$ cat config.mk
export PLATFORM = sky130hd
export DESIGN_NAME = apple_manager
export DESIGN_NICKNAME = d
export VERILOG_FILES = /design/src/rtl/apple_manager.sv
export SDC_FILE = /design/constraint.sdc
export NUM_CORES = 1
export LEC_CHECK = 0
export ABC_AREA = 1
export CAP_MARGIN = 40
export CORE_AREA = 2 2 217 219
export CTS_CLUSTER_DIAMETER = 60
export DETAILED_ROUTE_END_ITERATION = 8
export DIE_AREA = 0 0 219 221
export HOLD_SLACK_MARGIN = 0.12
export PLACE_DENSITY = 0.43
export SYNTH_ARGS = -nofsm -noshare
export SYNTH_HDL_FRONTEND = slang
export SYNTH_SLANG_ARGS = --single-unit
$ cat constraint.sdc
create_clock -name clk -period 2.8 [get_ports clk]
set_clock_uncertainty 0.15 [all_clocks]
set_input_delay 0.56 -clock clk [delete_from_list [all_inputs] [get_ports clk]]
set_output_delay 0.56 -clock clk [all_outputs]
set_load 0.03 [all_outputs]
$ cat src/rtl/apple_manager.sv
// Apple placement and scoring for the snake game: requests candidates, rejects
// occupied or head cells, tracks eats with a saturating BCD score.
module apple_manager #(
    parameter int unsigned MAX_RETRY = 32,
    parameter int unsigned SCORE_MAX = 99
) (
    input  logic                 clk,
    input  logic                 reset,
    input  logic                 start,
    input  logic                 tick,
    input  logic [3:0]           head_x,
    input  logic [3:0]           head_y,
    input  logic [15:0][15:0]    GrnPixels,
    input  logic [3:0]           cand_x,
    input  logic [3:0]           cand_y,
    input  logic                 cand_valid,
    output logic                 req,
    output logic [3:0]           apple_x,
    output logic [3:0]           apple_y,
    output logic                 apple_valid,
    output logic [15:0][15:0]    RedPixels,
    output logic                 grow,
    output logic [7:0]           score,
    output logic                 board_full
);

    localparam logic [2:0] IDLE   = 3'd0;
    localparam logic [2:0] REQ    = 3'd1;
    localparam logic [2:0] WAIT   = 3'd2;
    localparam logic [2:0] PLACED = 3'd3;
    localparam logic [2:0] FULL   = 3'd4;

    localparam int unsigned RW = $clog2(MAX_RETRY) + 1;
    localparam logic [RW-1:0] RETRY_LAST = RW'(MAX_RETRY - 1);

    // Saturation point held in the same BCD encoding as the score register.
    localparam logic [7:0] SCORE_SAT = {4'(SCORE_MAX / 10), 4'(SCORE_MAX % 10)};

    logic [2:0]    state_q, state_d;
    logic [RW-1:0] retry_q, retry_d;
    logic [7:0]    score_d;
    logic [3:0]    apple_x_d, apple_y_d;
    logic          grow_d;

    logic cand_free;
    logic cand_on_head;
    logic accept;
    logic eat;

    function automatic logic [7:0] bcd_inc(input logic [7:0] s);
        logic [7:0] r;
        if (s >= SCORE_SAT) begin
            r = s;
        end else if (s[3:0] == 4'd9) begin
            r = {s[7:4] + 4'd1, 4'd0};
        end else begin
            r = {s[7:4], s[3:0] + 4'd1};
        end
        return r;
    endfunction

    always_comb begin
        cand_free    = ~GrnPixels[cand_x][cand_y];
        cand_on_head = (cand_x == head_x) && (cand_y == head_y);
        accept       = cand_valid && cand_free && !cand_on_head;
        eat          = tick && (head_x == apple_x) && (head_y == apple_y);
    end

    always_comb begin
        state_d   = state_q;
        retry_d   = retry_q;
        score_d   = score;
        apple_x_d = apple_x;
        apple_y_d = apple_y;
        grow_d    = 1'b0;

        if (start) begin
            // Restart wins over any concurrent tick, eat or candidate.
            state_d = REQ;
            retry_d = '0;
            score_d = 8'h00;
        end else begin
            case (state_q)
                IDLE: begin
                end
                REQ: begin
                    state_d = WAIT;
                end
                WAIT: begin
                    if (cand_valid) begin
                        if (accept) begin
                            apple_x_d = cand_x;
                            apple_y_d = cand_y;
                            retry_d   = '0;
                            state_d   = PLACED;
                        end else if (retry_q >= RETRY_LAST) begin
                            state_d = FULL;
                        end else begin
                            retry_d = retry_q + 1'b1;
                            state_d = REQ;
                        end
                    end
                end
                PLACED: begin
                    if (eat) begin
                        grow_d  = 1'b1;
                        score_d = bcd_inc(score);
                        state_d = REQ;
                    end
                end
                FULL: begin
                end
                default: begin
                    state_d = IDLE;
                end
            endcase
        end
    end

    always_ff @(posedge clk) begin
        if (!reset) begin
            state_q <= IDLE;
            retry_q <= '0;
            score   <= 8'h00;
            apple_x <= 4'd0;
            apple_y <= 4'd0;
            grow    <= 1'b0;
        end else begin
            state_q <= state_d;
            retry_q <= retry_d;
            score   <= score_d;
            apple_x <= apple_x_d;
            apple_y <= apple_y_d;
            grow    <= grow_d;
        end
    end

    always_comb begin
        req         = (state_q == REQ);
        apple_valid = (state_q == PLACED);
        board_full  = (state_q == FULL);
    end

    always_comb begin
        RedPixels                   = '0;
        RedPixels[apple_x][apple_y] = apple_valid;
    end

endmodule

Yosys cells after proc, flatten, opt, wreduce, memory -nomap -nowiden
Cells that the tools add are included.
{ "totals": {"wordCells": 77, "out_inout_bits": 276, "inputBits": 277, "regBits": 26} }
{ "op_classes": {"n_bitwise": 7, "add_sub_neg": 3, "n_reduce_logical": 18, "magnitude_cmp": 8, "muxes": 18, "eq_ne": 15} }
{ "ops": {"columns": ["operator", "n"], "rows": [
  ["$and 256x256->256", 1],
  ["$bmux 16 s4", 1],
  ["$demux 16 s4", 1],
  ["$mux 16", 2],
  ["$lt 4x5->1 const B", 4],
  ["$eq 4x4->1", 4],
  ["$mux 3", 4],
  ["$mux 6", 2],
  ["$pmux 3 s4", 1],
  ["$reduce_and 3->1", 4],
  ["$add 4x1->4 const B", 2],
  ["$ge 4x1->1 const B", 2],
  ["$ge 8x8->1 const B", 1],
  ["$reduce_and 4->1", 2],
  ["$logic_and 1x1->1", 7],
  ["$add 6x1->6 const B", 1],
  ["$eq 3x2->1 const B", 2],
  ["$ge 6x5->1 const B", 1],
  ["$not 1->1", 6],
  ["$bmux 1 s4", 1],
  ["$demux 1 s4", 1],
  ["$eq 4x4->1 const B", 1],
  ["$mux 1", 4],
  ["$mux 4", 1],
  ["other kinds (10)", 13]
]} }

Logic depth before layout (Yosys ltp)
{ "logic_depth": {"word_depth": 11, "depth_mapped": 19, "ltp_nobuf": 16} }

Least setup slack after synthesis
OpenSTA, ideal clock, no wires.
{ "synth_timing": {"kind": "register to output", "start": "register state_q[2]", "end": "output port RedPixels[111] (netlist bit)", "stages_incl_launch_ff": 8, "arrival_time_ps": 1980, "t_required_ps": 2090, "n_path_buf": 2, "slack_ps": 110, "path_cell_list": "dfxtp_1 > inv_1 > nand2_1 > nor2_1 > clkbuf_1 > nand2_1 > clkbuf_1 > nor2_1"} }
{ "synth_rtl": {"columns": ["item", "line", "rtl"], "rows": [
  ["start, declared", "39", "logic [2:0] state_q, state_d;"],
  ["start signal, assigned", "129", "state_q <= state_d;"],
  ["end, declared", "21", "output logic [15:0][15:0] RedPixels,"]
]} }

Worst setup path after layout
{ "layout_timing": {"start": "input port cand_x[0]", "end": "register apple_x[0]"} }
{ "layout_between": {"elab_chain_cells": 8, "word_cells_on_any_way": 11, "cone_classes": "eq/ne: 1; mux: 4; bitwise: 1; reduce/logical: 5"} }
{ "layout_lines": {"columns": ["item", "line", "rtl"], "rows": [
  ["start, declared", "14", "input logic [3:0] cand_x,"],
  ["$bmux 16 s4", "63", "cand_free = ~GrnPixels[cand_x][cand_y];"],
  ["$mux 16 (implied by the code)", "63", null],
  ["$bmux 1 s4", "63", null],
  ["$mux 1 (implied by the code)", "63", null],
  ["$not 1->1", "63", null],
  ["$logic_and 1x1->1 (2 in a row)", "65", "accept = cand_valid && cand_free && !cand_on_head;"],
  ["$reduce_and 4->1 (no line)", null, null],
  ["end signal, assigned", "132", "apple_x <= apple_x_d;"],
  ["end, declared", "18", "output logic [3:0] apple_x,"]
]} }
Parallel ways exist; a longest one is shown, timed or not. The select of a mux whose other input is x is not followed.
A chain may end at the register's enable or synchronous reset.

==> out/metrics.csv <==
stage;metric;value;unit
routing;antenna_left;0;
yosys;syn_area_per_cell;4.70;sq um
run_status;status;finished clean;
yosys;synth_area_leaders;nand2_1 23%, nand3_1 23%, nor2_1 22%, dfxtp_1 9.5%, inv_1 4.3%;
placed_design;hpwl;37.1;mm
clock_tree;cts_tree;done;
yosys;synth_top_area_share;23.0;%
routing;vias;9739;
clock_tree;clock-sinks;26;
critical_path;arrival;2.68;ns
timing;worstMarginPinSlew;0.612;ns
yosys;synthArstFlopShare;0;%
critical_path;end_kind;flip-flop;
yosys;synth_flop_cell;dfxtp_1;
power_and_ir_drop;max-vdd-ir-drop;161;uV
yosys;ys_seq_area_share;9.48;%
yosys;synth_seq_cells;26;
clock_tree;cts_hold_buf;0;
global_routing;grt_use_met1;21.5;%
hold_path;worstHoldStart;retry_q[4];
yosys;yosysTopAreaCell;nand2_1;
final_layout;drive_gt1_share;22.0;%
job;drv_cap;0;
timing;hold_viol_final;0;
power_and_ir_drop;finalPower;0.00175;W
final_layout;final_cells;2333;
routing;drt-wirelength-per-cell;18.9;microns
yosys;synth_nets;1448;
timing;holdWs;0.331;ns
routing;drt-initial-drc-count;682;
global_routing;grt_pass1_vias;9607;
critical_path;crit_type;in2reg;
routing;routed_wl;44.1;mm
critical_path;cp_cell_sequence;buf_4 > buf_12 > buf_12 > nand2_1 > nand3_1 > nand3_1 > nand3_1 > nand3_1 > nand2_1 > nand2_1 > nand3_1 > nand3b_1 > nand4_1 > nor2_4 > inv_2 > nor2_1 > nor2_1;
critical_path;crit_path_start_kind;input pin;
critical_path;critPathMaxFanout;27;
hold_path;min_to;retry_q[4];
critical_path;reg2regPathDepth;12;
global_routing;met2_usage;31.7;%
timing;rsz0062_at_grt;no;
timing;drv_slew;0;
critical_path;crit_slowest_cell;nor2_4;
critical_path;r2r_start;apple_y[1];
power_and_ir_drop;power_density;149;nW/um^2
floorplan;ios;553;
yosys;netlist_instances;1168;
hold_path;whs_path_depth;2;
critical_path;r2r-end;state_q[2];
floorplan;die_w;219;microns
yosys;yosysMostFrequentCell;nand2_1;
placed_design;numPortBuffers;552;
floorplan;die-area;48400;sq um
clock_tree;path_clk_slew;0.07;ns
routing;drc;0;
hold_path;hold_path.class;reg2reg;
clock_tree;clk_path_buf_depth;2;
routing;first_pass_iters;7;
timing;slew_headroom;59.1;%
critical_path;max_stage_delay;0.23;ns
final_layout;area_growth;114;%
global_routing;grt_overflow;0;
global_routing;grt.busiest_layer;met2;
yosys;synth_cell_types;34;
yosys;yosysWarnings;0;
critical_path;r2r_slack;0.58;ns
clock_tree;clock_latency;0.26;ns
clock_tree;cts_max_level;1;
power_and_ir_drop;p_leak;5.15;nW
global_routing;grt.total_usage;17.3;%
global_routing;met3_usage;2.61;%
global_routing;grt_max_degree;37;
final_layout;fin_nets;2000;
yosys;synth_edf_count;0;
floorplan;die_h;221;microns
yosys;synth_common_cells;337 x nand2_1, 316 x nor2_1, 252 x nand3_1;
global_routing;grt_pass1_wl;63.4;mm
floorplan;core-area;46100;sq um
floorplan;start_util;11.9;%
timing;period_share;95.5;%
timing;setup_viol;0;
critical_path;required;2.81;ns
yosys;syn-cell-area;5490;sq um
routing;via_per_inst;4.17;
timing;fin_crit;2.67;ns
floorplan;rows;79;
placed_design;gp_congestion;0.875;
critical_path;crit_path_frequent_cell;nand3_1;
placed_design;post-place-cells;2317;
global_routing;antenna_found_initial;9;
timing;tns;0;ns
timing;timing.fmax;374;MHz
clock_tree;cts_root_buffer;clkbuf_16;
clock_tree;cts_inserted_buffers;3;
## how the worst max path moves through the flow
| stage | startpoint | endpoint | slack, ns | cells past startpoint |
|---|---|---|---|---|
| after floorplan | state_q[2] | RedPixels[111] | 0.11 | 7 |
| after global placement | cand_x[3] | apple_y[0] | -0.21 | 13 |
| after detailed placement | cand_x[3] | apple_x[0] | -0.21 | 13 |
| after CTS | apple_x[0] | RedPixels[32] | 0.01 | 5 |
| after global routing | cand_x[3] | apple_x[0] | 0.00007 | 13 |
| final | cand_x[0] | apple_x[0] | 0.13 | 17 |
## kinds of logic after synthesis
| family | after synthesis | share of synthesized area (%) |
|---|---|---|
| flops | 26 | 9.48 |
| xor+xnor | 9 | 1.44 |
| fa+ha+maj | 3 | 0.684 |
| buf+inv | 160 | 13.5 |
| compound gates | 36 | 3.76 |
| simple gates | 934 | 71.1 |
## report_power, final
group | switching [W] | leakage (nW) | internal [W]
registers | 0.00000370 | 0.210 | 0.000372
clock network | 0.000138 | 0.0442 | 0.000219
logic | 0.000458 | 4.89 | 0.000563
## final cells by class
| class | instances | area [sq um] |
|---|---|---|
| fill | 5311 | 34300 |
| timing repair buffer | 638 | 5820 |
| multi-input combinational | 982 | 4270 |
| tap | 607 | 759 |
| sequential | 26 | 522 |
| inverter | 69 | 265 |
| clock buffer | 4 | 88.8 |
| antenna | 7 | 17.5 |
## routing by layer
| metal | share of wire [%] | routed length (microns) | up-vias |
|---|---|---|---|
| met5 | 0.077 | 34 | - |
| met4 | 0.84 | 370 | 6 |
| met3 | 6.1 | 2670 | 24 |
| met2 | 51 | 22500 | 383 |
| met1 | 42 | 18500 | 4520 |
| li1 | - | - | 4806 |
## state kept, by name, summed over array words and instances, names as in the netlist
name	count
score	8
retry_q	6
apple_y	4
grow	1
state_q	3
apple_x	4
## worst max-delay path, delay by kind of cell
family	cells	cell delay (ns)
buffers and inverters	4	0.55
AND/OR/NAND/NOR	13	1.53
## through the flow
step	worst slack, ns	utilization, %	area [sq um]
2_1_floorplan	0.110	-	5490
3_3_place_gp	-0.211	25.0	11500
3_5_place_dp	-0.210	25.0	11500
4_1_cts	0.0139	25.2	11600
5_1_grt	0.0000673	25.5	11700
6_report	0.127	25.5	11700
## what timing repair did
action,CTS,global route
endpoints found under the hold margin,0,0
resized for setup,1,22
setup endpoints to repair,14,144
buffers inserted,0,5
pin swaps,0,2
## cells in the final DEF (no fill, tap or decap), types with 16 or more instances in the layout
cell type        Yosys  layout
buf_12               0      24
buf_4                2     320
clkdlybuf4s50_1      0     291
dfxtp_1             26      25
inv_1               63      62
nand2_1            337     325
nand3_1            252     250
nor2_1             316     315
o21ai_0             16      16
No activity file was read; power rests on OpenSTA's default activity.
